==> src/rtl/alu_operand_stack.sv <==
// Operand stack feeding a combinational stack ALU: exposes the top two entries
// and writes ALU results back under a per-cycle 3-bit command.
module alu_operand_stack #(
  parameter int WIDTH = 8,
  parameter int DEPTH = 8,
  localparam int CW = $clog2(DEPTH + 1),
  localparam int AW = (DEPTH > 1) ? $clog2(DEPTH) : 1
) (
  input  logic             clk,
  input  logic             reset,
  input  logic [2:0]       cmd,
  input  logic [WIDTH-1:0] din,
  input  logic [WIDTH-1:0] res0,
  input  logic [WIDTH-1:0] res1,
  input  logic             clr_err,
  output logic [WIDTH-1:0] stack0,
  output logic [WIDTH-1:0] stack1,
  output logic [CW-1:0]    count,
  output logic             full,
  output logic             empty,
  output logic             ovf,
  output logic             unf
);

  typedef enum logic [2:0] {
    CMD_NOP   = 3'b000,
    CMD_PUSH  = 3'b001,
    CMD_POP   = 3'b010,
    CMD_BIN   = 3'b011,
    CMD_PAIR  = 3'b100,
    CMD_DUP   = 3'b101,
    CMD_SWAP  = 3'b110,
    CMD_UNARY = 3'b111
  } cmd_e;

  logic [WIDTH-1:0] mem_q [DEPTH];
  logic [CW-1:0]    count_q, count_d;
  logic             ovf_q, ovf_d;
  logic             unf_q, unf_d;

  cmd_e             cmd_op;
  logic [AW-1:0]    top_idx, nxt_idx, push_idx;
  logic             has_one, has_two, has_room;

  logic             wr0_en, wr1_en;
  logic [AW-1:0]    wr0_addr, wr1_addr;
  logic [WIDTH-1:0] wr0_data, wr1_data;

  assign cmd_op   = cmd_e'(cmd);
  assign top_idx  = AW'(count_q - CW'(1));
  assign nxt_idx  = AW'(count_q - CW'(2));
  assign push_idx = AW'(count_q);
  assign has_one  = (count_q != '0);
  assign has_two  = (count_q >= CW'(2));
  assign has_room = (count_q != CW'(DEPTH));

  // Indices below are only dereferenced when the count gate says the slot is live.
  assign stack0 = has_one ? mem_q[top_idx] : '0;
  assign stack1 = has_two ? mem_q[nxt_idx] : '0;
  assign count  = count_q;
  assign full   = ~has_room;
  assign empty  = ~has_one;
  assign ovf    = ovf_q;
  assign unf    = unf_q;

  // NOTE: every signal gets a default before the case so no path leaves one
  // unassigned; otherwise synthesis infers a latch.
  always_comb begin
    count_d  = count_q;
    ovf_d    = ovf_q & ~clr_err;
    unf_d    = unf_q & ~clr_err;
    wr0_en   = 1'b0;
    wr0_addr = top_idx;
    wr0_data = res0;
    wr1_en   = 1'b0;
    wr1_addr = nxt_idx;
    wr1_data = res1;

    case (cmd_op)
      CMD_PUSH: begin
        if (has_room) begin
          wr0_en   = 1'b1;
          wr0_addr = push_idx;
          wr0_data = din;
          count_d  = count_q + CW'(1);
        end else begin
          ovf_d = 1'b1;
        end
      end
      CMD_POP: begin
        if (has_one) count_d = count_q - CW'(1);
        else         unf_d   = 1'b1;
      end
      CMD_BIN: begin
        if (has_two) begin
          wr0_en   = 1'b1;
          wr0_addr = nxt_idx;
          wr0_data = res0;
          count_d  = count_q - CW'(1);
        end else begin
          unf_d = 1'b1;
        end
      end
      CMD_PAIR: begin
        if (has_two) begin
          wr0_en = 1'b1;
          wr1_en = 1'b1;
        end else begin
          unf_d = 1'b1;
        end
      end
      CMD_DUP: begin
        // An empty stack reports underflow even though there is room.
        if (!has_one) begin
          unf_d = 1'b1;
        end else if (!has_room) begin
          ovf_d = 1'b1;
        end else begin
          wr0_en   = 1'b1;
          wr0_addr = push_idx;
          wr0_data = stack0;
          count_d  = count_q + CW'(1);
        end
      end
      CMD_SWAP: begin
        if (has_two) begin
          wr0_en   = 1'b1;
          wr0_data = stack1;
          wr1_en   = 1'b1;
          wr1_data = stack0;
        end else begin
          unf_d = 1'b1;
        end
      end
      CMD_UNARY: begin
        if (has_one) wr0_en = 1'b1;
        else         unf_d  = 1'b1;
      end
      default: ;
    endcase
  end

  // NOTE: state uses non-blocking assignments so every flop samples the
  // pre-edge values regardless of process evaluation order.
  always_ff @(posedge clk or posedge reset) begin
    if (reset) begin
      count_q <= '0;
      ovf_q   <= 1'b0;
      unf_q   <= 1'b0;
    end else begin
      count_q <= count_d;
      ovf_q   <= ovf_d;
      unf_q   <= unf_d;
    end
  end

  // NOTE: entry storage has no reset; the count gate hides stale contents,
  // which lets this map onto plain RAM or unreset flops.
  always_ff @(posedge clk) begin
    if (!reset) begin
      if (wr0_en) mem_q[wr0_addr] <= wr0_data;
      if (wr1_en) mem_q[wr1_addr] <= wr1_data;
    end
  end

endmodule

==> config.mk <==
export PLATFORM = sky130hd
export DESIGN_NAME = alu_operand_stack
export DESIGN_NICKNAME = d
export VERILOG_FILES = /design/src/rtl/alu_operand_stack.sv
export SDC_FILE = /design/constraint.sdc
export NUM_CORES = 1
export LEC_CHECK = 0
export CORE_MARGIN = 4
export CORE_UTILIZATION = 60
export DETAILED_ROUTE_END_ITERATION = 7
export PLACE_DENSITY_LB_ADDON = 0.3
export SETUP_SLACK_MARGIN = 0.15
export SLEW_MARGIN = 20
export SYNTH_ARGS = -nofsm -noshare
export SYNTH_HDL_FRONTEND = slang
export SYNTH_SLANG_ARGS = --single-unit
==> constraint.sdc <==
create_clock -name clk -period 7.4 [get_ports clk]
set_input_delay 1.48 -clock clk [delete_from_list [all_inputs] [get_ports clk]]
set_output_delay 1.48 -clock clk [all_outputs]
set_load 0.02 [all_outputs]
After elaboration in Yosys (flattened, before gate mapping):

Memories as Yosys holds them, arrays and structs flattened.
Cells that the tools add are included.

* div/mod/pow operators: 0
* shift-type cells: 0
* $mul: 0
* mux-type cells: 36
* bitwise gates (word level): 5
* reduce and logical (&&, ||, !) cells: 6
* equality and inequality tests: 11
* magnitude comparators: 1
* add/sub/neg operators: 3

Operator list (count)
* $mux 8: 8
* $pmux 8 s3: 1
* $mux 4: 4
* $pmux 4 s4: 1
* $mux 1: 15
* $eq 3x3->1 const B: 4
* $mux 3: 3
* $pmux 3 s3: 1
* $reduce_bool 4->1: 2
* $eq 3x2->1 const B: 2
* $ne 2x2->1 const B: 3
* $reduce_or 3->1: 2
* $add 4x1->4 const B: 1
* $ge 4x2->1 const B: 1
* $ne 4x4->1 const B: 1
* $pmux 1 s2: 2
* $pmux 1 s4: 1
* $reduce_and 4->1: 1
* $sub 4x1->4 const B: 1
* $eq 3x1->1 const B: 1
* $not 1->1: 3
* $sub 3x2->3 const B: 1
* $and 1x1->1: 2
* $reduce_or 2->1: 1

* RAM bits: 64
* latch bits: 0
* bits in read-only memories: 0
* memories kept: 1
* bits in registers: 6
* output and inout bits: 24

Memory list
* mem_q: words 8, bits a word 8, rd ports 2, clocked after Yosys merged registers in 0, wr ports 2, line 36 `logic [WIDTH-1:0] mem_q [DEPTH];`

Longest topological paths before layout:

Gate-level depths: netlist of the first run.

* word-level depth: 7
* gate-level depth with buffers: 13
* gate-level depth less buffers: 9

Worst setup path before layout of the first run:

OpenSTA, ideal clock, no wires.

* path type: register -> output
* start point: register count_q[1] (netlist: count[1])
* end point: output stack1[7]
* buffers on the path: 3
* stages on the path, launching flop included: 9
* data required time: 5.920 ns
* slack: 3.318 ns
* arrival time: 2.602 ns
* cells stage by stage: dfrtp_1 inv_1 clkbuf_1 ha_1 buf_2 buf_1 mux4_2 nand2_1 o21ai_0

* word-level cells in the longest chain between the ends: 3

Ends and longest elaborated chain
* from (decl): line 37 `logic [CW-1:0] count_q, count_d;`
* from (signal assigned): line 151 `count_q <= count_d;`
* $sub 3x2->3: line 51 `assign nxt_idx = AW'(count_q - CW'(2));`
* $mem_v2 8x8
* $mux 8 (*): line 59 `assign stack1 = has_two ? mem_q[nxt_idx] : '0;`
* to (decl): line 17 `output logic [WIDTH-1:0] stack1,`

Every way passes the cells marked *; elsewhere a longest branch is shown, timed or not.

Worst setup path in the final report of the first run:

* start point: register count_q[1] (netlist: count[1])
* end point: output stack0[7]

* word-level cells in the longest chain between the ends: 3

Ends and longest elaborated chain
* $sub 4x1->4
* $mem_v2 8x8
* $mux 8 (*): line 58 `assign stack0 = has_one ? mem_q[top_idx] : '0;`
* to (decl): line 16 `output logic [WIDTH-1:0] stack0,`

Marked as above.

==> results of run 1 <==
## state kept, by name, summed over array words and instances, names as in the netlist
register,count
count,4
mem_q,64
ovf,1
unf,1
## worst max-delay path by stage
stage                               startpoint         to
final                     count[1]$_DFFE_PP0P_  stack0[7]
after global routing      count[1]$_DFFE_PP0P_  stack0[7]
after floorplan           count[1]$_DFFE_PP0P_  stack1[7]
after CTS                 count[1]$_DFFE_PP0P_  stack0[7]
after detailed placement  count[1]$_DFFE_PP0P_  stack0[7]
after global placement    count[1]$_DFFE_PP0P_  stack0[7]
## stage by stage
step	utilization [%]	power, W	hold WS [ns]	cell area [um^2]
finish	71.7	0.00265	0.538	5980
global route	71.7	0.00279	0.581	5980
CTS	71.7	0.00263	0.546	5980
detailed placement	69.4	0.00232	0.534	5790
global placement	69.4	0.00228	0.527	5790
floorplan	-	0.00179	0.616	5240
## area by class of cell
class | instances | share of cell area [%]
inverter | 11 | 0.691
clock buffer | 9 | 2.07
tap | 105 | 2.20
multi-input combinational | 336 | 49.0
timing repair buffer | 64 | 10.3
clock inverter | 7 | 1.09
sequential | 70 | 34.7
## power by group through the flow
stage	combinational [W]	clock, W	sequential, W
5_1_grt	0.00182	0.000327	0.000643
3_5_place_dp	0.00168	0	0.000637
2_1_floorplan	0.00118	0	0.000610
4_1_cts	0.00169	0.000308	0.000629
3_3_place_gp	0.00165	0	0.000631
6_report	0.00171	0.000313	0.000635
## Yosys cell counts (all sizes together), types with 2 or more instances
cell,count,area share (%)
nand2b,5,0.60
and3,2,0.24
xor2,2,0.48
o221ai,2,0.45
o22ai,4,0.48
o21ai,41,3.9
a221o,3,0.57
xnor2,4,0.67
a22o,7,1.2
nand2,58,4.2
mux4,32,14
nor3,7,1.2
mux2i,53,10
or3,2,0.24
buf,24,3.1
ha,8,1.9
clkbuf,11,0.86
a31oi,3,0.36
o221a,2,0.60
or2,2,0.24
a41oi,2,0.62
and3b,2,0.33
a21oi,16,1.6
nand3b,2,0.29
o32ai,4,1.3
o31ai,8,1.1
a2111oi,2,1.1
o2bb2ai,3,0.50
edfxtp,64,37
nor4,4,1.1
nor3b,2,0.29
nand3,2,0.19
inv,11,0.79
nor2b,5,0.64
dfrtp,6,2.9
nor2,23,1.6
and2,10,1.2
## critical path: cells and delay by family, from the launching register on
family / cells / cell delay, ns
simple gates: 1 / 0.08
buf+inv: 2 / 1.08
flops: 1 / 0.86
fa+ha+maj: 1 / 1.07
mux: 2 / 0.87
## routing by layer
layer | part of all wire [%] | wire [um]
met3 | 14 | 2150
met4 | 4.9 | 758
met2 | 45 | 7050
met1 | 36 | 5640
met5 | 0 | 0
## cells by family (layout without fill, tap and decap cells)
logic type | after synthesis | in the layout | share of synthesized area (%)
muxes | 86 | 86 | 24.1
DFF | 70 | 70 | 39.5
adders and majority gates | 8 | 8 | 1.91
xor gates and xnor gates | 6 | 6 | 1.15
and+or+nand+nor | 130 | 130 | 13.1
buffers and inverters | 46 | 91 | 4.73
AOI/OAI and AO/OA | 106 | 106 | 15.5
==> out/qor.txt, run 1 <==
synthesized cell area: 5240 um^2
EDFF count, synth: 64
Yosys reg bits: 70
worst r2r src: count[1]$_DFFE_PP0P_
area delta synth->final: 14.1%
IO buf count: 53
clock share of power: 11.8%
Total GRT Usage: 31.4%
total CTS buffers: 9
met1 usage: 41.3%
Pre-antenna DRT Iters: 6
Hold Startpoint: ovf$_DFF_PP0_
top_reg_cell synth: edfxtp_1
Synth cell types: 65
Final setup viols: 0
Initial Utilization: 62.8%
dpl ws: 2.08 ns
vias in the first global route: 4,151
critical path class: flop to output pin
FF-to-FF setup slack: 2.64 ns
height of the chip: 101 um
H-tree depth: 3
core area: 8340 um^2
Logic pwr share: 64.3%
Net Sw Frac: 45.2%
# DRC: 0
vias: 4,245
row count: 33
total gr overflow: 0
Final Worst Setup Slack: 1.59 ns
crit start category: flop
Crit path required time: 5.92 ns
worst hold stages: 2
Clock Latency Late Sink: 0.36 ns
Seq/Total Area, Yosys: 39.5%
clk buf depth: 2
pin count of the biggest net entering global routing: 44
Post-Syn Area per Cell: 11.6 um^2
largest stage delay on the critical path: 1.07 ns
worst reg2reg path depth: 7
clk_skew: 0.0100 ns
initial antenna violation count: 0
fin crit share: 78.6%
postcts setup bufs: 0
Leak: 2.08 nW
GR Util met2: 48.7%
drt wl/cell: 25.9 um
pwr/cell area: 444 nW/um^2
Finished Layout Cells: 602
min Tclk post-route: 5.81 ns
yosys warns: 0
post-CTS sizing: 0
reg-to-reg critical path endpoint: mem_q[5][3]$_DFFE_PP_
max-slew violations: 0
CP max FO: 20
HPWL Detailed: 10,700 um
CTS tree: done
max cap viols: 0
most common cell after layout, fill and taps aside: edfxtp_1
CP max-delay cell: ha_1
number of clock sinks: 70
multi-input logic area: 2930 um^2
Worst Hold End: ovf$_DFF_PP0_
Post-Syn Instances: 452
hold_buf cts: 0
CP Cell Sequence: inv_1 > ha_1 > mux4_2 > mux2i_1 > nor2_1 > clkdlybuf4s50_1
Post-synth ARST share: 8.57%
die width: 101 um
CP Capture Type: output pin
Nets: 530
DRT iter0 DRCs: 526
VDD IR max: 0.339 mV
Via-to-Cell Ratio: 7.05
fmax: 172 MHz
Psw: 0.00120 W
Final ANT Viol Nets: 0
synthesized net count: 490
Fill cells: 598
Final GP Congestion: 0.958
GR Util met3: 9.78%
Clk Tree Root Cell: clkbuf_8
fraction of layout cells with a size suffix above 1: 16.9%
num ports: 54
headroom to the max-slew limit: 27.2%
Final Hold Fails: 0
Worst EP arrival: 4.33 ns
die area: 10,300 um^2
WL final: 15,600 um
status: complete, no violations
RSZ-0062 raised after global routing: false
Internal: 0.00145 W
commonest non-fill, non-tap cells in the layout: edfxtp_1 (64), nand2_1 (58), mux2i_1 (53), clkdlybuf4s50_1 (53), o21ai_0 (41)
worst slew pin tran: 1.08 ns
# diodes: 0
global-route wire length before repair: 23,600 um
global routing's busiest layer: met2
setup TNS: 0 ns
Hold Crit Class: flop to flop
CTS clk-pin slew, worst paths: 0.08 ns
placed cells: 586
Storage cell area: 2070 um^2
share of total power in sequential cells: 23.9%
Power figures use the tool's default switching activity.
==> run 2: changes to the inputs <==
Settings changed: CORE_UTILIZATION 60 to 52.
Clock period 7.4 ns to 5.05 ns, I/O delays scaled along.
==> run 2 against run 1 <==
Compared with the run above: non-clock buffer count grew 2; cell count grew 5.0%; die area grew 14%; clock skew grew 0.0037 ns; combinational power grew 46%; routed wire length shrank 7.5%; critical path type unchanged; critical endpoint is now stack1[7]; largest cell class unchanged; largest power group unchanged.
==> out/qor.txt, run 2 (same netlist as run 1, synthesis figures left out) <==
hold_buf cts: 0 (unchanged)
total CTS buffers: 9 (unchanged)
largest stage delay on the critical path: 0.78 ns (-0.29 ns)
DRT iter0 DRCs: 454 (-14%)
Initial Utilization: 53.6% (-9.2 points)
HPWL Detailed: 11,100 um (+3.6%)
headroom to the max-slew limit: 35.7% (+8.5 points)
fmax: 217 MHz
pin count of the biggest net entering global routing: 44 (unchanged)
Final Core Density: 61.6% (-10 points)
worst slew pin tran: 0.960 ns (-0.122 ns)
num ports: 54 (unchanged)
clk buf depth: 2 (unchanged)
Nets: 532 (+0.38%)
status: complete, no violations
vias: 4,154 (-2.1%)
CTS tree: done
# diodes: 0 (unchanged)
CP max FO: 20 (unchanged)
RSZ-0062 raised after global routing: false
Final setup viols: 0 (unchanged)
CP Cell Sequence: inv_1 > buf_4 > ha_1 > mux4_2 > nand2_1 > o21ai_0 > clkdlybuf4s50_1
Final Hold Fails: 0 (unchanged)
Crit path buffers/inverters: 3 (+1)
CTS clk-pin slew, worst paths: 0.09 ns (about the same)
Pre-antenna DRT Iters: 5 (-1)
total power: 0.00386 W (+46%)
Via-to-Cell Ratio: 6.57 (-6.8%)
row count: 36 (+9.1%)
VDD IR max: 0.312 mV (-8.0%)
min Tclk post-route: 4.61 ns
max cap viols: 0 (unchanged)
Leak: 2.09 nW (+0.29%)
CP max-delay cell: dfrtp_1
fraction of layout cells with a size suffix above 1: 17.6% (+0.73 points)
Clk Tree Root Cell: clkbuf_8
setup TNS: 0 ns (unchanged)
fin crit share: 91.2%
most common cell after layout, fill and taps aside: edfxtp_1
clk_skew: 0.0137 ns (+0.00368 ns)
area delta synth->final: 14.8%
total gr overflow: 0 (unchanged)
WL final: 14,400 um (-7.5%)
die area: 11,700 um^2 (+14%)
max-slew violations: 0 (unchanged)
IO buf count: 53 (unchanged)
crit start category: flop
post-CTS sizing: 0 (unchanged)
die width: 108 um (+6.8%)
Clock Latency Late Sink: 0.37 ns (about the same)
commonest non-fill, non-tap cells in the layout: edfxtp_1 (64), nand2_1 (58), mux2i_1 (53), clkdlybuf4s50_1 (53), o21ai_0 (41)
vias in the first global route: 4,109 (-1.0%)
height of the chip: 108 um (+6.8%)
Total GRT Usage: 25.7% (-5.7 points)
number of clock sinks: 70 (unchanged)
family with the most delay on the worst path: buffers and inverters
initial antenna violation count: 0 (unchanged)
Crit path required time: 4.04 ns (-1.88 ns)
Final ANT Viol Nets: 0 (unchanged)
Hold Crit Class: flop to flop
CP Capture Type: output pin
Final GP Congestion: 0.915 (-4.5%)
pwr/cell area: 642 nW/um^2 (+45%)
global-route wire length before repair: 22,900 um (-2.8%)
postcts setup bufs: 0 (unchanged)
drt wl/cell: 22.8 um (-12%)
hold slack: 0.531 ns (-0.00649 ns)
H-tree depth: 3 (unchanged)
max reg flops: 64 (unchanged)
# DRC: 0 (unchanged)
Largest Register: mem_q
core area: 9770 um^2 (+17%)
critical path class: flop to output pin
Worst EP arrival: 3.60 ns (-0.73 ns)
-- run 2: layout make-up --
cell class / instances / area, um^2
multi-input combinational: 336 / 2930
clock inverter: 7 / 57.6
clock buffer: 9 / 124
fill: 784 / 3760
sequential: 70 / 2070
tap: 133 / 166
inverter: 11 / 41.3
timing repair buffer: 66 / 628
-- run 2: path summary, 6_finish.rpt --
path / from / to / slack [ns] / depth (start not counted)
hold reg to reg: ovf$_DFF_PP0_ / ovf$_DFF_PP0_ / 0.53 / 2
setup / recovery: count[1]$_DFFE_PP0P_ / stack1[7] / 0.44 / 7
hold / removal: ovf$_DFF_PP0_ / ovf$_DFF_PP0_ / 0.53 / 2
max in group asynchronous: reset / count[0]$_DFFE_PP0P_ / 3.78 / 2
min in group asynchronous: reset / ovf$_DFF_PP0_ / 1.03 / 2
setup reg to reg: count[1]$_DFFE_PP0P_ / mem_q[2][0]$_DFFE_PP_ / 1.25 / 7
-- run 2: report_power, final --
| group | internal [W] | switching [W] |
|---|---|---|
| sequential | 0.000808 | 0.000125 |
| combinational | 0.00111 | 0.00139 |
| clock | 0.000185 | 0.000248 |
-- run 2: layer usage --
| layer | GRT usage (%) | share of wire [%] |
|---|---|---|
| met1 | 34.8 | 41 |
| met3 | 4.24 | 8.5 |
| met2 | 42.5 | 49 |
| met4 | 8.48 | 2.2 |
| met5 | 0 | 0 |
-- run 2: worst min-delay path, delay by kind of cell, from the launching register on --
kind | cells | cell delay (ns)
flip-flops | 1 | 0.38
AO/OA/AOI/OAI | 1 | 0.06
buffers and inverters | 1 | 0.05
-- run 2: stage by stage --
stage | setup slack, ns | instance area, um^2 | instances
finish | 0.444 | 6020 | 632
global route | 0.235 | 6020 | 632
CTS | 0.461 | 6020 | 632
detailed placement | 0.878 | 5840 | 616
global placement | 0.938 | 5840 | 616
floorplan | 1.44 | 5240 | 452
==> run 3: changes to the inputs <==
Settings changed: CORE_UTILIZATION 52 to 59, DONT_BUFFER_PORTS from default to 1.
==> run 3 against run 2 <==
Compared with the run above: utilization rose by 1.3 points; clock power rose by 2%; non-clock buffer count fell by 53; cell count down 12%; combinational power is 15% lower; register-to-register slack got worse by 0.06 ns; design area is 9.3% lower; fmax is 9.6% higher.
==> out/qor.txt, run 3 (same netlist as run 1, synthesis figures left out) <==
status: complete, no violations
fraction of layout cells with a size suffix above 1: 19.7% (+2.1 points)
max-slew violations: 0 (unchanged)
Worst Setup SP: count[2]$_DFFE_PP0P_
Initial Utilization: 60.4% (+6.8 points)
initial antenna violation count: 0 (unchanged)
WL final: 14,000 um (-2.7%)
Hold Crit Class: primary input to asynchronous set/reset pin
headroom to the max-slew limit: 41.6% (+5.9 points)
pwr/cell area: 641 nW/um^2 (-0.20%)
# DRC: 0 (unchanged)
row count: 34 (-5.6%)
clk_skew: 0.0147 ns (+0.00103 ns)
Final Core Density: 62.9% (+1.3 points)
Pre-antenna DRT Iters: 5 (unchanged)
hold_buf cts: 0 (unchanged)
area delta synth->final: 4.15%
Total GRT Usage: 28.1% (+2.4 points)
CTS clk-pin slew, worst paths: 0.09 ns (about the same)
met1 usage: 37.5% (+2.6 points)
setup TNS: 0 ns (unchanged)
CTS tree: done
Clk Tree Root Cell: clkbuf_8
IO buf count: 0 (-100%)
Final setup viols: 0 (unchanged)
CP Capture Type: output pin
clk buf depth: 2 (unchanged)
VDD IR max: 0.341 mV (+9.2%)
H-tree depth: 3 (unchanged)
Clock Latency Late Sink: 0.35 ns (-0.02 ns)
post-CTS sizing: 0 (unchanged)
postcts setup bufs: 0 (unchanged)
dpl ws: 1.25 ns (+0.371 ns)
pin count of the biggest net entering global routing: 44 (unchanged)
Final Worst Setup Slack: 0.846 ns (+0.402 ns)
worst slew pin tran: 0.869 ns (-0.0918 ns)
Final ANT Viol Nets: 0 (unchanged)
vias in the first global route: 3,975 (-3.3%)
Final Hold Fails: 0 (unchanged)
number of clock sinks: 70 (unchanged)
# diodes: 0 (unchanged)
max reg flops: 64 (unchanged)
fmax: 238 MHz (+9.6%)
commonest non-fill, non-tap cells in the layout: edfxtp_1 (64), nand2_1 (58), mux2i_1 (53), o21ai_0 (41), mux4_2 (32)
Via-to-Cell Ratio: 7.19 (+9.4%)
DRT iter0 DRCs: 453 (-0.22%)
core area: 8680 um^2 (-11%)
min Tclk post-route: 4.20 ns (-0.402 ns)
drt wl/cell: 25.3 um (+11%)
Leak: 1.89 nW (-9.7%)
GR Util met2: 44.1% (+1.6 points)
Worst EP arrival: 3.19 ns (-0.41 ns)
GR Util met3: 8.40% (+4.2 points)
global-route wire length before repair: 22,200 um (-3.2%)
Placement Cell Area: 5270 um^2 (-9.6%)
Fill cells: 651 (-17%)
RSZ-0062 raised after global routing: false
total gr overflow: 0 (unchanged)
height of the chip: 102 um (-5.7%)
die width: 102 um (-5.7%)
crit start category: flop
vias: 3,983 (-4.1%)
Crit path required time: 4.04 ns (about the same)
Largest Register: mem_q
worst r2r src: count[1]$_DFFE_PP0P_
post-route cell area: 5460 um^2 (-9.3%)
CP max FO: 17 (-15%)
most common cell after layout, fill and taps aside: edfxtp_1
Nets: 479 (-10%)
HPWL Detailed: 10,900 um (-1.2%)
max cap viols: 0 (unchanged)
worst reg2reg path depth: 11 (+4)
total CTS buffers: 9 (unchanged)
global routing's busiest layer: met2
fin crit share: 83.2% (-8.0 points)
critical path class: flop to output pin
die area: 10,500 um^2 (-11%)
Final GP Congestion: 0.955 (+4.4%)
num ports: 54 (unchanged)
run 3: report_power, final:
group	switching (W)	total [W]	internal [W]
sequential	0.000121	0.000929	0.000808
combinational	0.00134	0.00213	0.000791
clock	0.000253	0.000441	0.000188
total	0.00171	0.00350	0.00179
run 3: stage by stage:
stage,total power (W),std cells,hold slack [ns]
after global placement,0.00296,538,0.633
final,0.00350,554,0.454
after global routing,0.00368,554,0.456
after floorplan,0.00262,452,0.616
after detailed placement,0.00304,538,0.644
after CTS,0.00347,554,0.458
run 3: worst paths after layout:
path / end / slack [ns]
min reg2reg: ovf$_DFF_PP0_ / 0.65
min in group clk: ovf$_DFF_PP0_ / 0.65
min: count[1]$_DFFE_PP0P_ / 0.45
max: stack1[7] / 0.85
max reg2reg: mem_q[7][4]$_DFFE_PP_ / 1.19
max in group asynchronous: count[0]$_DFFE_PP0P_ / 4.38
run 3: layer usage:
layer | part of all wire (%) | vias to the layer above
met3 | 12 | 34
met5 | 0 | -
met1 | 38 | 1930
li1 | - | 1718
met2 | 48 | 301
met4 | 2.3 | 0
run 3: final cells by class:
cell class	instances	area (um^2)	area share, %
flip-flops and latches	70	2070	38.0
clock inverters	7	61.3	1.12
inverters	11	41.3	0.756
clock buffers	9	124	2.27
multi-input cells	336	2930	53.6
repair buffers	13	97.6	1.79
well taps	108	135	2.48
run 3: critical path: stages (launching register included):
cell and delay (ns):
dfrtp_1 0.89, inv_1 0.28, ha_1 0.57, buf_4 0.27, mux4_2 0.22, nand2_1 0.07
o21ai_0 0.52
